[src/rtl/mem_pkg.sv]
// Shared types and defaults for the burst reader: FSM encoding, default widths
// and the FIFO occupancy helper used by the read-issue flow control.
package mem_pkg;

  localparam int DEF_ADDR_WIDTH = 12;
  localparam int DEF_DATA_WIDTH = 32;
  localparam int DEF_LEN_WIDTH  = 12;

  typedef enum logic [1:0] {
    ST_IDLE  = 2'd0,
    ST_READ  = 2'd1,
    ST_DRAIN = 2'd2
  } state_t;

  function automatic logic [1:0] fifo_occupancy(input logic full, input logic empty);
    return full ? 2'd2 : (empty ? 2'd0 : 2'd1);
  endfunction

endpackage

[src/rtl/mem_burst_reader_if.sv]
// Command, memory-read and AXI-Stream signals of the burst reader.
// master is the reader itself, slave is the surrounding system.
interface mem_burst_reader_if
  import mem_pkg::*;
#(
  parameter int ADDR_WIDTH = DEF_ADDR_WIDTH,
  parameter int DATA_WIDTH = DEF_DATA_WIDTH,
  parameter int LEN_WIDTH  = DEF_LEN_WIDTH
);

  logic                      cmd_valid;
  logic                      cmd_ready;
  logic [ADDR_WIDTH-1:0]     cmd_addr;
  logic [LEN_WIDTH-1:0]      cmd_len;
  logic                      m02_axis_rd_en;
  logic [ADDR_WIDTH-1:0]     m02_axis_rd_addr;
  logic [DATA_WIDTH-1:0]     m02_axis_rd_tdata;
  logic [DATA_WIDTH-1:0]     m03_axis_tdata;
  logic [DATA_WIDTH/8-1:0]   m03_axis_tstrb;
  logic                      m03_axis_tvalid;
  logic                      m03_axis_tlast;
  logic                      m03_axis_tready;
  logic                      busy;

  modport master (
    input  cmd_valid, cmd_addr, cmd_len, m02_axis_rd_tdata, m03_axis_tready,
    output cmd_ready, m02_axis_rd_en, m02_axis_rd_addr,
           m03_axis_tdata, m03_axis_tstrb, m03_axis_tvalid, m03_axis_tlast, busy
  );

  modport slave (
    output cmd_valid, cmd_addr, cmd_len, m02_axis_rd_tdata, m03_axis_tready,
    input  cmd_ready, m02_axis_rd_en, m02_axis_rd_addr,
           m03_axis_tdata, m03_axis_tstrb, m03_axis_tvalid, m03_axis_tlast, busy
  );

endinterface

[src/rtl/axis_fifo2.sv]
// Two-entry output FIFO; push and pop in the same cycle keep occupancy unchanged.
module axis_fifo2 #(
  parameter int WIDTH = 33
) (
  input  logic             clk,
  input  logic             rst,
  input  logic             push,
  input  logic [WIDTH-1:0] push_data,
  input  logic             pop,
  output logic [WIDTH-1:0] head,
  output logic             full,
  output logic             empty
);

  logic [WIDTH-1:0] mem [2];
  logic             wr_ptr;
  logic             rd_ptr;
  logic [1:0]       count;
  logic             do_push;
  logic             do_pop;

  assign do_pop  = pop & ~empty;
  // When full, a same-cycle pop frees the head slot the write pointer aims at.
  assign do_push = push & (~full | do_pop);

  always_ff @(posedge clk or posedge rst) begin
    if (rst) begin
      mem[0] <= '0;
      mem[1] <= '0;
      wr_ptr <= 1'b0;
      rd_ptr <= 1'b0;
      count  <= 2'd0;
    end else begin
      if (do_push) begin
        mem[wr_ptr] <= push_data;
        wr_ptr      <= ~wr_ptr;
      end
      if (do_pop) rd_ptr <= ~rd_ptr;
      case ({do_push, do_pop})
        2'b10:   count <= count + 2'd1;
        2'b01:   count <= count - 2'd1;
        default: count <= count;
      endcase
    end
  end

  assign head  = mem[rd_ptr];
  assign full  = (count == 2'd2);
  assign empty = (count == 2'd0);

endmodule

[src/rtl/mem_burst_reader.sv]
// Reads cmd_len+1 consecutive memory words and streams them out over AXI-Stream,
// throttling reads so the 2-entry output FIFO can never overflow.
//
//   state    | meaning
//   ST_IDLE  | waiting for a command, cmd_ready high
//   ST_READ  | issuing reads while FIFO room allows
//   ST_DRAIN | all reads issued, waiting for in-flight data and FIFO to empty
module mem_burst_reader
  import mem_pkg::*;
#(
  parameter int ADDR_WIDTH = DEF_ADDR_WIDTH,
  parameter int DATA_WIDTH = DEF_DATA_WIDTH,
  parameter int LEN_WIDTH  = DEF_LEN_WIDTH
) (
  input  logic m03_axis_aclk,
  input  logic m03_axis_areset,
  mem_burst_reader_if.master bus
);

  localparam int STRB_WIDTH = DATA_WIDTH / 8;

  state_t                state;
  logic [ADDR_WIDTH-1:0] addr_cnt;
  logic [LEN_WIDTH-1:0]  issue_cnt;
  logic                  pend;
  logic                  pend_last;
  logic                  cmd_ready_r;
  logic                  busy_r;
  logic                  issue;
  logic                  issue_last;
  logic                  pop;
  logic [1:0]            occ_next;
  logic [DATA_WIDTH:0]   head;
  logic                  full;
  logic                  empty;

  // Occupancy after this edge; a new read is safe if its word still fits with no further pops.
  assign pop        = ~empty & bus.m03_axis_tready;
  assign occ_next   = fifo_occupancy(full, empty) + {1'b0, pend} - {1'b0, pop};
  assign issue      = (state == ST_READ) && (occ_next <= 2'd1);
  assign issue_last = issue && (issue_cnt == '0);

  always_ff @(posedge m03_axis_aclk or posedge m03_axis_areset) begin
    if (m03_axis_areset) begin
      state       <= ST_IDLE;
      addr_cnt    <= '0;
      issue_cnt   <= '0;
      pend        <= 1'b0;
      pend_last   <= 1'b0;
      cmd_ready_r <= 1'b0;
      busy_r      <= 1'b0;
    end else begin
      pend      <= issue;
      pend_last <= issue_last;
      case (state)
        ST_IDLE: begin
          cmd_ready_r <= 1'b1;
          if (bus.cmd_valid && cmd_ready_r) begin
            addr_cnt    <= bus.cmd_addr;
            issue_cnt   <= bus.cmd_len;
            cmd_ready_r <= 1'b0;
            busy_r      <= 1'b1;
            state       <= ST_READ;
          end
        end
        ST_READ: begin
          if (issue) begin
            addr_cnt <= addr_cnt + ADDR_WIDTH'(1);
            if (issue_cnt == '0) state <= ST_DRAIN;
            else issue_cnt <= issue_cnt - LEN_WIDTH'(1);
          end
        end
        ST_DRAIN: begin
          if (empty && !pend) begin
            busy_r      <= 1'b0;
            cmd_ready_r <= 1'b1;
            state       <= ST_IDLE;
          end
        end
        default: state <= ST_IDLE;
      endcase
    end
  end

  axis_fifo2 #(
    .WIDTH(DATA_WIDTH + 1)
  ) u_fifo (
    .clk      (m03_axis_aclk),
    .rst      (m03_axis_areset),
    .push     (pend),
    .push_data({pend_last, bus.m02_axis_rd_tdata}),
    .pop      (pop),
    .head     (head),
    .full     (full),
    .empty    (empty)
  );

  assign bus.cmd_ready        = cmd_ready_r;
  assign bus.busy             = busy_r;
  assign bus.m02_axis_rd_en   = issue;
  assign bus.m02_axis_rd_addr = addr_cnt;
  assign bus.m03_axis_tvalid  = ~empty;
  assign bus.m03_axis_tdata   = head[DATA_WIDTH-1:0];
  assign bus.m03_axis_tlast   = ~empty & head[DATA_WIDTH];
  assign bus.m03_axis_tstrb   = {STRB_WIDTH{~empty}};

endmodule

[src/flat_wrapper.sv]
// flat-port wrapper written by rule: the top's interface ports become plain ports
module mem_burst_reader_flat import mem_pkg::*;
#(
  parameter int ADDR_WIDTH = DEF_ADDR_WIDTH,
  parameter int DATA_WIDTH = DEF_DATA_WIDTH,
  parameter int LEN_WIDTH  = DEF_LEN_WIDTH
)
  (m03_axis_aclk, m03_axis_areset, bus_cmd_valid, bus_cmd_addr, bus_cmd_len, bus_m02_axis_rd_tdata, bus_m03_axis_tready, bus_cmd_ready, bus_m02_axis_rd_en, bus_m02_axis_rd_addr, bus_m03_axis_tdata, bus_m03_axis_tstrb, bus_m03_axis_tvalid, bus_m03_axis_tlast, bus_busy);
  mem_burst_reader_if #(.ADDR_WIDTH(ADDR_WIDTH), .DATA_WIDTH(DATA_WIDTH), .LEN_WIDTH(LEN_WIDTH)) bus_i ();
  input  logic m03_axis_aclk;
  input  logic m03_axis_areset;
  input wire logic [$bits(bus_i.cmd_valid)-1:0] bus_cmd_valid;
  input wire logic [$bits(bus_i.cmd_addr)-1:0] bus_cmd_addr;
  input wire logic [$bits(bus_i.cmd_len)-1:0] bus_cmd_len;
  input wire logic [$bits(bus_i.m02_axis_rd_tdata)-1:0] bus_m02_axis_rd_tdata;
  input wire logic [$bits(bus_i.m03_axis_tready)-1:0] bus_m03_axis_tready;
  output wire logic [$bits(bus_i.cmd_ready)-1:0] bus_cmd_ready;
  output wire logic [$bits(bus_i.m02_axis_rd_en)-1:0] bus_m02_axis_rd_en;
  output wire logic [$bits(bus_i.m02_axis_rd_addr)-1:0] bus_m02_axis_rd_addr;
  output wire logic [$bits(bus_i.m03_axis_tdata)-1:0] bus_m03_axis_tdata;
  output wire logic [$bits(bus_i.m03_axis_tstrb)-1:0] bus_m03_axis_tstrb;
  output wire logic [$bits(bus_i.m03_axis_tvalid)-1:0] bus_m03_axis_tvalid;
  output wire logic [$bits(bus_i.m03_axis_tlast)-1:0] bus_m03_axis_tlast;
  output wire logic [$bits(bus_i.busy)-1:0] bus_busy;
  assign bus_i.cmd_valid = bus_cmd_valid;
  assign bus_i.cmd_addr = bus_cmd_addr;
  assign bus_i.cmd_len = bus_cmd_len;
  assign bus_i.m02_axis_rd_tdata = bus_m02_axis_rd_tdata;
  assign bus_i.m03_axis_tready = bus_m03_axis_tready;
  assign bus_cmd_ready = bus_i.cmd_ready;
  assign bus_m02_axis_rd_en = bus_i.m02_axis_rd_en;
  assign bus_m02_axis_rd_addr = bus_i.m02_axis_rd_addr;
  assign bus_m03_axis_tdata = bus_i.m03_axis_tdata;
  assign bus_m03_axis_tstrb = bus_i.m03_axis_tstrb;
  assign bus_m03_axis_tvalid = bus_i.m03_axis_tvalid;
  assign bus_m03_axis_tlast = bus_i.m03_axis_tlast;
  assign bus_busy = bus_i.busy;
  mem_burst_reader #(.ADDR_WIDTH(ADDR_WIDTH), .DATA_WIDTH(DATA_WIDTH), .LEN_WIDTH(LEN_WIDTH)) u_core (.m03_axis_aclk(m03_axis_aclk), .m03_axis_areset(m03_axis_areset), .bus(bus_i));
endmodule
[config.mk]
export PLATFORM = sky130hd
export DESIGN_NAME = mem_burst_reader_flat
export DESIGN_NICKNAME = d
export VERILOG_FILES = /design/src/rtl/mem_pkg.sv /design/src/rtl/mem_burst_reader_if.sv /design/src/rtl/axis_fifo2.sv /design/src/rtl/mem_burst_reader.sv /design/src/flat_wrapper.sv
export SDC_FILE = /design/constraint.sdc
export NUM_CORES = 1
export LEC_CHECK = 0
export BUFFER_PORTS_ARGS = -buffer_cell sky130_fd_sc_hd__buf_2
export CORE_MARGIN = 5
export CORE_UTILIZATION = 30
export DETAILED_ROUTE_END_ITERATION = 12
export SYNTH_ARGS = -nofsm -noshare
export SYNTH_HDL_FRONTEND = slang
export SYNTH_SLANG_ARGS = --single-unit
export TNS_END_PERCENT = 100
[constraint.sdc]
create_clock -name m03_axis_aclk -period 4.39 [get_ports m03_axis_aclk]
set_clock_uncertainty 0.2 [all_clocks]
set_input_delay 1.0975 -clock m03_axis_aclk [delete_from_list [all_inputs] [get_ports m03_axis_aclk]]
set_output_delay 1.0975 -clock m03_axis_aclk [all_outputs]
set_load 0.005 [all_outputs]
# Word level (Yosys, flattened, before mapping)
# Cells that the tools add are included.
word_totals:
  reg_bits: 100
  out_inout_bits: 53
  wordCells: 87
  inputBits: 60
classes:
  n_reduce_logical: 17
  eq_ne: 10
  addsub: 6
  n_lt_le_gt_ge: 4
  bitwise: 11
  mux: 27
ops:
  columns: ["cell", "n"]
  rows:
  - ["2-to-1 mux 33 bit", 4]
  - ["bitwise mux 66 bit", 1]
  - ["2-to-1 mux 12 bit", 5]
  - ["one-hot mux 12 bit (2 select lines)", 2]
  - ["demux 33 bit (select 1 bit)", 1]
  - ["adder 12 x 1 -> 12 bit, second input constant", 1]
  - ["zero test 12 bit", 1]
  - ["subtractor 12 x 1 -> 12 bit, second input constant", 1]
  - ["2-to-1 mux 2 bit", 5]
  - ["AND reduction 4 bit", 2]
  - ["== test 2 bit, second input constant", 3]
  - ["!= test 2 x 1 -> 1 bit, second input constant", 3]
  - ["one-hot mux 2 bit (3 select lines)", 1]
  - ["AND reduction 3 bit", 2]
  - ["nonzero test 2 bit", 3]
  - ["logical AND 1 bit", 5]
  - ["2-to-1 mux 1 bit", 5]
  - ["AND 1 bit", 4]
  - ["== test 2 x 1 -> 1 bit, second input constant", 2]
  - ["greater-or-equal comparator 2 bit, second input constant", 2]
  - ["zero test 2 bit", 2]
  - ["!= test 2 bit, second input constant", 2]
  - ["inverter 1 bit", 4]
  - ["inverter 1 -> 2 bit", 2]
  - ["other kinds (11)", 12]

# Depth between registers and ports, before layout
# Gate-level depths: netlist of run 1.
depth:
  depth_word: 9
  depth_mapped: 10
  mapped_depth_nobuf: 9

# Cells and area by module
# A second synthesis of run 1 with hierarchy kept.
unflattened:
  hier_cells: 410
  hier_area_um2: 4939.7
modules_own_cells:
  columns: ["mod", "seq_area_each_um2", "n_inst", "area_per_inst_um2", "cells_per_inst"]
  rows:
  - ["axis_fifo2", 1751.7, 1, 3075.4, 195]
  - ["mem_burst_reader", 750.7, 1, 1864.3, 215]

# Worst setup path after synthesis of run 1
# No wires, ideal clock.
synth_timing:
  path_kind: "input-to-output"
  from: "in bus_m03_axis_tready"
  to: "out bus_m02_axis_rd_en"
  t_required_ns: 3.093
  arrival_time_ns: 2.293
  cell_stages: 5
  setup_slack_ns: 0.799
  path_cell_list: "and2_1 -> ha_1 -> or4_4 -> and2_1 -> inv_1"
synth_between:
  elab_chain_len: 4
synth_rtl:
  columns: ["element", "line_no", "rtl"]
  rows:
  - ["start, declared", "flat_wrapper.sv:16", "input wire logic [$bits(bus_i.m03_axis_tready)-1:0] bus_m03_axis_tready;"]
  - ["AND 1 bit", "mem_burst_reader.sv:38", "assign pop = ~empty & bus.m03_axis_tready;"]
  - ["subtractor 2 x 1 -> 2 bit", "mem_burst_reader.sv:39", "assign occ_next = fifo_occupancy(full, empty) + {1'b0, pend} - {1'b0, pop};"]
  - ["<= comparator 2 x 1 -> 1 bit", "mem_burst_reader.sv:40", "assign issue = (state == ST_READ) && (occ_next <= 2'd1);"]
  - ["logical AND 1 bit", "mem_burst_reader.sv:40", null]
  - ["end, declared", "flat_wrapper.sv:18", "output wire logic [$bits(bus_i.m02_axis_rd_en)-1:0] bus_m02_axis_rd_en;"]
# No other way between the ends.

# Worst setup path in the final report of run 1
layout_timing:
  from: "reg u_core.u_fifo.count[0]"
  to: "out bus_m02_axis_rd_en"
layout_between:
  elab_chain_len: 7
layout_rtl:
  columns: ["element", "line_no", "rtl"]
  rows:
  - ["start, declared", "axis_fifo2.sv:18", "logic [1:0] count;"]
  - ["start signal, assigned", "axis_fifo2.sv:40", "2'b10: count <= count + 2'd1;"]
  - ["start signal, assigned", "axis_fifo2.sv:41", "2'b01: count <= count - 2'd1;"]
  - ["start signal, assigned", "axis_fifo2.sv:42", "default: count <= count;"]
  - ["zero test 2 bit", "axis_fifo2.sv:49", "assign empty = (count == 2'd0);"]
  - ["2-to-1 mux 1 bit", "mem_pkg.sv:16", "return full ? 2'd2 : (empty ? 2'd0 : 2'd1);"]
  - ["2-to-1 mux 2 bit", "mem_pkg.sv:16", null]
  - ["adder 2 x 1 -> 2 bit", "mem_burst_reader.sv:39", null]
  - ["subtractor 2 x 1 -> 2 bit *", "mem_burst_reader.sv:39", null]
  - ["<= comparator 2 x 1 -> 1 bit *", "mem_burst_reader.sv:40", null]
  - ["logical AND 1 bit *", "mem_burst_reader.sv:40", null]
# Mark *: on every way between the ends. The rest lies on a longest branch, timed or not.

==> impl_metrics.toml, run 1 <==
[timing]
fin_crit_ns = 3.94
rsz0062_at_grt = "no"
relSlewSlack_pct = 45.5
setup_slack_ns = 0.450
max_freq_ghz = 0.254
tns_ns = 0
setup_viol = 0
slew_violations = 0
hold_violations = 0
hold_ws_ns = 0.276
post-route-period-util_pct = 89.8
tightest_slew_ns = 0.818

[logic_synthesis]
netlist_instances = 414
ys_seq_elements = 100
ys_async_sr_fraction_pct = 100
ys_seq_area_share_pct = 51.7
yosys_most_used_dff = "dfrtp_1"
ys_warn_count = 0
syn-cell-area_sq_um = 4840
syn_area_per_cell_sq_um = 11.7
synth_edf_count = 0
syn_nets = 479
netlist-cell-type-count = 49

[layout]
drive_gt1_share_pct = 46.7
fin_nets = 583
seq_area_sq_um = 2500
multi_input_area_sq_um = 2180
syn_to_final_growth_pct = 21.5
utilization_pct = 37.1
nFillCells = 1622

[global_route]
grt_pass1_wl_um = 19000
grt_use_total_pct = 12.8
grt_overflow = 0
grt_pass1_vias = 3710
grt_max_degree = 66
antenna_found_initial = 1

[floorplanning]
num_io_pins = 113
dieArea_sq_um = 18800
initial_core_util_pct = 30.5
core_area_sq_um = 15900
fp.dieH_um = 137
die_w_um = 137
core.rowCount = 46

[critical_path]
max_stage_delay_ns = 0.56
crit_arrival_ns = 2.64
path_max_fanout = 7
cp-start-kind = "flip-flop"
worst-setup-path-type = "reg -> out"
end_kind = "output pin"
crit_chain = "nor2_1 -> inv_1 -> and2_1 -> ha_1 -> or4_4 -> and2_1 -> inv_1 -> buf_2"
critPathSlowestCell = "or4_4"
critPathBufInv = 3
worstPathRequired_ns = 3.09
cp_top_family = "simple AND/OR/NAND/NOR gates"

[clocking]
cts_setup_buffers = 0
clk_latency_ns = 0.35
cts_tree = "yes"
clk_pin_slew_worst_paths_ns = 0.07
cts-htree-levels = 3
ctsRootBufferMaster = "clkbuf_16"
clk_path_buf_depth = 2
postCtsResizedCells = 0
clock_sinks = 100
hold_buffers = 0
cts_made_buffers = 9

[place]
gp_congestion = 0.814
pre_cts_ws_ns = 0.486
io_buffers = 112
dp_hpwl_um = 8140

[route]
wl_per_cell_um = 15.7
ant_nets = 0
firstDrtPassIters = 4
avgViaCountPerCell = 4.88
routed_wl_um = 11600
initialDrtViolationCount = 127
vias = 3611
drc = 0

[power]
seq_power_share_pct = 36.5
power.density_nw_per_um2 = 784
pwr-share-comb_pct = 46.9
leakage_nw = 2.58
internal-power_mw = 2.89
switching_share_pct = 37.3
p_switching_mw = 1.72
power.share.clock_pct = 16.6
irDropWorstVdd_mv = 0.294

[run_status]
outcome = "completed"

[run]
maxCapViolCount = 0

[hold_path]
hold_class = "reg -> reg"
## layout make-up
cell class                      instances  share of cell area (%)
Tap cell                              216                    4.59
Clock buffer                           10                    3.89
Antenna cell                            1                  0.0425
Clock inverter                          6                   0.977
Multi-Input combinational cell        279                    37.0
Inverter                                9                   0.616
Sequential cell                       100                    42.5
Timing Repair Buffer                  119                    10.4
## final timing paths
path	startpoint	endpoint	slack, ns	depth (start not counted)
max	u_core.u_fifo.count[0]	bus_m02_axis_rd_en	0.45	8
max reg2reg	u_core.u_fifo.count[0]	u_core.issue_cnt[0]	1.31	8
max in group asynchronous	m03_axis_areset	u_core.u_fifo.mem[15]	2.49	3
min in group asynchronous	m03_axis_areset	u_core.u_fifo.mem[62]	0.71	2
min reg2reg	u_core.u_fifo.rd_ptr	u_core.u_fifo.rd_ptr	0.28	1
min	u_core.u_fifo.rd_ptr	u_core.u_fifo.rd_ptr	0.28	1
## cell usage after synthesis (3+ instances only)
| cell type | instances | area, sq um |
|---|---|---|
| nand2_1 | 22 | 82.6 |
| xnor2_1 | 3 | 26.3 |
| o211ai_1 | 3 | 22.5 |
| a21oi_1 | 35 | 175 |
| nand2b_1 | 3 | 18.8 |
| nor4_1 | 4 | 25.0 |
| dfrtp_1 | 100 | 2500 |
| clkbuf_1 | 9 | 33.8 |
| o21ai_0 | 21 | 105 |
| o31ai_1 | 3 | 22.5 |
| inv_1 | 9 | 33.8 |
| a31oi_1 | 3 | 18.8 |
| buf_2 | 9 | 45.0 |
| o22ai_1 | 8 | 50.1 |
| buf_4 | 4 | 30.0 |
| a31o_2 | 3 | 26.3 |
| nor3_1 | 4 | 20.0 |
| and2_1 | 3 | 18.8 |
| nand3_1 | 9 | 45.0 |
| nor2_1 | 17 | 63.8 |
| mux2_2 | 98 | 1100 |
| ha_1 | 5 | 62.6 |
## worst register-to-register path, stage by stage (launching register included)
cell and delay [ns]:
dfrtp_1 0.44, nor2_1 0.23, inv_1 0.16, and2_1 0.23, ha_1 0.25, or4_4 0.56, nand3_2 0.41, nand2_1 0.28
o21ai_0 0.24
## cells in the final DEF, fill, tap and decap left out, types with 2 or more instances in the layout
cell	n
a21oi_1	35
a22oi_1	2
a2bb2oi_1	2
a31o_2	3
a31oi_1	3
and2_1	3
buf_2	112
buf_4	7
clkbuf_16	9
clkinv_4	3
dfrtp_1	100
ha_1	5
inv_1	8
inv_8	2
mux2_2	98
nand2_1	22
nand2b_1	3
nand3_1	9
nand4_1	2
nor2_1	16
nor2b_1	2
nor3_1	4
nor4_1	4
o211ai_1	3
o21a_1	2
o21ai_0	21
o21ai_1	2
o22ai_1	8
o2bb2ai_1	2
o31ai_1	3
or3_1	2
or4_1	2
xnor2_1	3
xor2_1	2
## flip-flops by register name, summed over array words and instances (netlist names)
name / count
u_core.bus.busy: 1
u_core.bus.cmd_ready: 1
u_core.bus.m02_axis_rd_addr: 12
u_core.issue_cnt: 12
u_core.pend: 1
u_core.pend_last: 1
u_core.state: 2
u_core.u_fifo.count: 2
u_core.u_fifo.mem: 66
u_core.u_fifo.rd_ptr: 1
u_core.u_fifo.wr_ptr: 1
## metal layers
metal / GRT usage [%] / part of all wire (%) / vias to the layer above
met3: 5.07 / 8.6 / 11
met5: 0 / 0 / -
met2: 20.4 / 47 / 123
met4: 3.16 / 1.3 / 0
li1: - / - / 1707
met1: 16.4 / 43 / 1770
## power groups by stage
| stage | registers [mW] | clock network (mW) | logic (mW) |
|---|---|---|---|
| CTS | 1.68 | 0.810 | 2.20 |
| floorplan | 1.61 | 0 | 1.59 |
| global placement | 1.66 | 0 | 2.12 |
| finish | 1.68 | 0.768 | 2.16 |
| global route | 1.75 | 0.842 | 2.42 |
| detailed placement | 1.70 | 0 | 2.19 |
## cell families (layout without fill, tap and decap cells)
family                     Yosys count  count (layout)  synth area share, %
other                                0               1                    0
muxes                               99              99                 23.0
AOI/OAI and AO/OA                   89              89                 10.7
and+or+nand+nor                     81              81                 8.88
buffers and inverters               35             144                 3.56
xor gates and xnor gates             5               5                0.904
adders and majority gates            5               5                 1.29
DFF                                100             100                 51.7
## stage by stage
| stage | std cells | cell area (sq um) | total power, mW |
|---|---|---|---|
| after floorplan | 414 | 4840 | 3.20 |
| after global placement | 723 | 5600 | 3.78 |
| after detailed placement | 723 | 5600 | 3.89 |
| after CTS | 739 | 5890 | 4.69 |
| after global routing | 740 | 5890 | 5.01 |
| final | 740 | 5890 | 4.61 |
Power figures use the tool's default switching activity.
==> inputs of run 2 (changes only) <==
--- a/config.mk
+++ b/config.mk
@@ -8,6 +8,7 @@
 export BUFFER_PORTS_ARGS = -buffer_cell sky130_fd_sc_hd__buf_2
 export CORE_MARGIN = 5
 export CORE_UTILIZATION = 30
+export CTS_BUF_LIST = sky130_fd_sc_hd__clkbuf_4
 export DETAILED_ROUTE_END_ITERATION = 12
 export SYNTH_ARGS = -nofsm -noshare
 export SYNTH_HDL_FRONTEND = slang
==> impl_metrics.toml, run 2 (synthesis results as in run 1) <==
[clocking]
ctsRootBufferMaster = "clkbuf_4"
postCtsResizedCells = 0
hold_buffers = 0
clk_pin_slew_worst_paths_ns = 0.16
cts_tree = "yes"
clk_path_buf_depth = 2
cts_setup_buffers = 0
clock_sinks = 100
cts-htree-levels = 3
clk_latency_ns = 0.48
cts_made_buffers = 9

[global_route]
grtUsageMet1_pct = 16.4
gr-usage-met2_pct = 20.2
grt_pass1_vias = 3725
grt_use_total_pct = 12.8
grt_busiest_layer = "met2"
grt_pass1_wl_um = 18800
grt_max_degree = 66
antenna_found_initial = 1
grt_overflow = 0
use_met3_pct = 5.07

[critical_path]
cp_top_family = "simple AND/OR/NAND/NOR gates"
critPathBufInv = 3
crit_chain = "nor2_1 -> inv_1 -> and2_1 -> ha_1 -> or4_4 -> and2_1 -> inv_1 -> buf_2"
worstPathRequired_ns = 3.09
cp-start-kind = "flip-flop"
worst-setup-path-type = "reg -> out"
critPathSlowestCell = "or4_4"
max_stage_delay_ns = 0.56
path_max_fanout = 7
end_kind = "output pin"
crit_arrival_ns = 2.80

[floorplanning]
dieArea_sq_um = 18800
num_io_pins = 113
core.rowCount = 46
die_w_um = 137
fp.dieH_um = 137
core_area_sq_um = 15900
initial_core_util_pct = 30.5

[power]
irDropWorstVdd_mv = 0.298
power.density_nw_per_um2 = 752
leakage_nw = 2.51

[hold_path]
hold_class = "reg -> reg"

[layout]
layout_common_cells = "buf_2 (112), dfrtp_1 (100), mux2_2 (98), a21oi_1 (35), nand2_1 (22)"
syn_to_final_growth_pct = 18.4
regMostFlops = "u_core.u_fifo.mem"
drive_gt1_share_pct = 46.8
final_common_cell = "buf_2"
largest_reg_flops = 66
fin_nets = 583
nFillCells = 1632

[timing]
setup_viol = 0
tns_ns = 0
rsz0062_at_grt = "no"
slew_violations = 0
setup_slack_ns = 0.294
max_freq_ghz = 0.244
hold_ws_ns = 0.285
relSlewSlack_pct = 46.2
fin_crit_ns = 4.10
hold_violations = 0
post-route-period-util_pct = 93.3
tightest_slew_ns = 0.807

[route]
vias = 3591
firstDrtPassIters = 5
wl_per_cell_um = 15.5
initialDrtViolationCount = 134
drc = 0
ant_nets = 0
routed_wl_um = 11500
avgViaCountPerCell = 4.85

[run_status]
outcome = "completed"

[place]
pre_cts_ws_ns = 0.486
gp_congestion = 0.814
dp_hpwl_um = 8140
io_buffers = 112

[run]
maxCapViolCount = 0
==> run 2: cell counts in the layout (fill, tap and decap cells not counted) <==
Identical to the previous run, type by type.
==> run 2: worst reg2reg max path: stages (launching register included) <==
cell,delay [ns]
dfrtp_1,0.48
nor2_1,0.23
inv_1,0.16
and2_1,0.23
ha_1,0.25
or4_4,0.56
nand3_2,0.41
nand2_1,0.28
o21ai_0,0.24
==> run 2: cell type report <==
class	instances	area, sq um	area share (%)
repair buffers	119	613	10.7
well taps	216	270	4.71
clock inverters	6	57.6	1.00
diodes	1	2.50	0.0436
clock buffers	10	75.1	1.31
flip-flops and latches	100	2500	43.6
inverters	9	36.3	0.633
multi-input cells	279	2180	38.0
==> run 2: per-layer routing <==
layer  part of all wire, %  vias to the layer above  wire (um)
met5                     0                        -          0
met4                   1.1                        0        131
met3                   9.2                       10       1060
met2                    46                      128       5330
met1                    43                     1746       4980
li1                      -                     1707          -
==> run 2: worst paths after layout <==
path / start / endpoint / slack (ns) / cells past startpoint
worst max-delay path: u_core.u_fifo.count[0] / bus_m02_axis_rd_en / 0.29 / 8
worst min-delay path: u_core.u_fifo.rd_ptr / u_core.u_fifo.rd_ptr / 0.29 / 1
worst max register to register: u_core.u_fifo.count[0] / u_core.issue_cnt[9] / 1.30 / 8
worst min register to register: u_core.u_fifo.rd_ptr / u_core.u_fifo.rd_ptr / 0.29 / 1
max in group asynchronous: m03_axis_areset / u_core.u_fifo.mem[42] / 2.64 / 3
min in group asynchronous: m03_axis_areset / u_core.u_fifo.mem[62] / 0.56 / 2
==> run 2: metrics by stage <==
stage	area, sq um	cells	total power [mW]	utilization, %
after floorplan	4840	414	3.20	-
after global placement	5600	723	3.78	35.2
after detailed placement	5600	723	3.89	35.2
after CTS	5730	739	4.38	36.1
after global routing	5730	740	4.70	36.1
final	5730	740	4.31	36.1
==> run 2: power breakdown <==
part | internal, mW | total, mW | switching [mW]
clock | 0.136 | 0.475 | 0.338
sequential | 1.37 | 1.68 | 0.302
combinational | 1.11 | 2.16 | 1.05
==> inputs of run 3 (changes only) <==
--- a/config.mk
+++ b/config.mk
@@ -6,6 +6,7 @@
 export NUM_CORES = 1
 export LEC_CHECK = 0
 export BUFFER_PORTS_ARGS = -buffer_cell sky130_fd_sc_hd__buf_2
+export CORE_ASPECT_RATIO = 1.75
 export CORE_MARGIN = 5
 export CORE_UTILIZATION = 30
 export CTS_BUF_LIST = sky130_fd_sc_hd__clkbuf_4
==> impl_metrics.toml, run 3 (synthesis results as in run 1) <==
[run_status]
outcome = "completed"

[route]
avgViaCountPerCell = 5.16
ant_nets = 0
wl_per_cell_um = 16.6
firstDrtPassIters = 4
initialDrtViolationCount = 96
drc = 0
vias = 3667
routed_wl_um = 11800

[global_route]
grt_pass1_wl_um = 19600
grt_use_total_pct = 12.8
grt_pass1_vias = 3864
grt_overflow = 0
grt_max_degree = 80
antenna_found_initial = 0

[layout]
final_cells = 711
regMostFlops = "u_core.u_fifo.mem"
largest_reg_flops = 66
final_common_cell = "buf_2"
layout_common_cells = "buf_2 (112), dfrtp_1 (100), mux2_2 (98), a21oi_1 (35), nand2_1 (22)"
drive_gt1_share_pct = 46.7
fin_nets = 582
syn_to_final_growth_pct = 17.3
diodes = 0

[clocking]
cts_made_buffers = 9
ctsRootBufferMaster = "clkbuf_4"
clk_path_buf_depth = 2
cts-htree-levels = 3
cts_setup_buffers = 0
clk_latency_ns = 0.44
cts_tree = "yes"
postCtsResizedCells = 0
clock_sinks = 100
clk_pin_slew_worst_paths_ns = 0.16
hold_buffers = 0

[timing]
post-route-period-util_pct = 90.8
fin_crit_ns = 3.99
relSlewSlack_pct = 32.2
max_freq_ghz = 0.251
tns_ns = 0
setup_viol = 0
hold_violations = 0
slew_violations = 0
rsz0062_at_grt = "no"
tightest_slew_ns = 1.02

[floorplanning]
core.rowCount = 61
dieArea_sq_um = 18900
initial_core_util_pct = 30.5
fp.dieH_um = 178
core_area_sq_um = 15900
num_io_pins = 113
die_w_um = 106

[power]
power.total_mw = 4.29
p_switching_mw = 1.68
switching_share_pct = 39.2
internal-power_mw = 2.61
irDropWorstVdd_mv = 0.468
leakage_nw = 2.50
power.share.clock_pct = 10.7
pwr-share-comb_pct = 50.0
power.density_nw_per_um2 = 755
seq_power_share_pct = 39.3

[place]
gp_congestion = 0.904
io_buffers = 112
dp.cells = 695
dp_hpwl_um = 8560

[hold_path]
hold_class = "reg -> reg"

[critical_path]
max_stage_delay_ns = 0.56
crit_chain = "nor2_1 -> inv_1 -> and2_1 -> ha_1 -> or4_4 -> and2_1 -> inv_1 -> buf_2"
crit_arrival_ns = 2.69
worst-setup-path-type = "reg -> out"
critPathSlowestCell = "or4_4"
path_max_fanout = 7
end_kind = "output pin"
worstPathRequired_ns = 3.09
critPathBufInv = 3
cp_top_family = "simple AND/OR/NAND/NOR gates"
cp-start-kind = "flip-flop"

[run]
maxCapViolCount = 0
[run 3: cell types whose count changed in the layout (fill, tap and decap cells not counted), sizes merged]
| cell | change |
|---|---|
| clkinvlp | +2 |
| clkinv | -1 |
| diode | -1 |
| buf | -1 |
| clkbuf | -1 |
[run 3: routing by layer]
layer / wire [um] / track usage (%) / vias up
met3: 637 / 3.15 / 16
met4: 210 / 4.54 / 0
li1: - / - / 1701
met1: 4840 / 14.4 / 1833
met5: 0 / 0 / -
met2: 6120 / 23.5 / 117
[run 3: worst paths after layout]
path	from	to	slack, ns	cells past startpoint
max	u_core.u_fifo.count[0]	bus_m02_axis_rd_en	0.40	8
min	u_core.u_fifo.rd_ptr	u_core.u_fifo.rd_ptr	0.29	1
max reg2reg	u_core.u_fifo.count[0]	u_core.issue_cnt[11]	1.36	8
min reg2reg	u_core.u_fifo.rd_ptr	u_core.u_fifo.rd_ptr	0.29	1
max in group asynchronous	m03_axis_areset	u_core.u_fifo.mem[4]	2.56	3
min in group asynchronous	m03_axis_areset	u_core.u_fifo.mem[32]	0.67	2
[run 3: worst register-to-register path, stage by stage (launching register included)]
cell and delay [ns]:
dfrtp_1 0.48, nor2_1 0.19, inv_1 0.13, and2_1 0.23, ha_1 0.25, or4_4 0.56
nand3_2 0.41, nand2_1 0.28, o21ai_0 0.23
[run 3: final cells by class]
cell class              instances  area, sq um
well taps                     189          236
fillers                      1619        10200
flip-flops and latches        100         2500
inverters                       9         36.3
clock buffers                   9         67.6
multi-input cells             279         2180
clock inverters                 7         57.6
repair buffers                118          606
[run 3: power groups by stage]
stage	Sequential, mW	Combinational, mW	Clock (mW)
after floorplan	1.61	1.59	0
after global placement	1.67	2.13	0
after detailed placement	1.70	2.19	0
after CTS	1.68	2.19	0.491
after global routing	1.75	2.38	0.525
final	1.68	2.15	0.459
[run 3: metrics by stage]
step                      setup WS [ns]  area (sq um)  hold slack (ns)  utilization (%)
after floorplan                   0.474          4840            0.268                -
after global placement            0.536          5560            0.270             35.0
after detailed placement          0.481          5560            0.270             35.0
after CTS                         0.346          5680            0.290             35.8
after global routing              0.220          5680            0.302             35.8
final                             0.404          5680            0.292             35.8
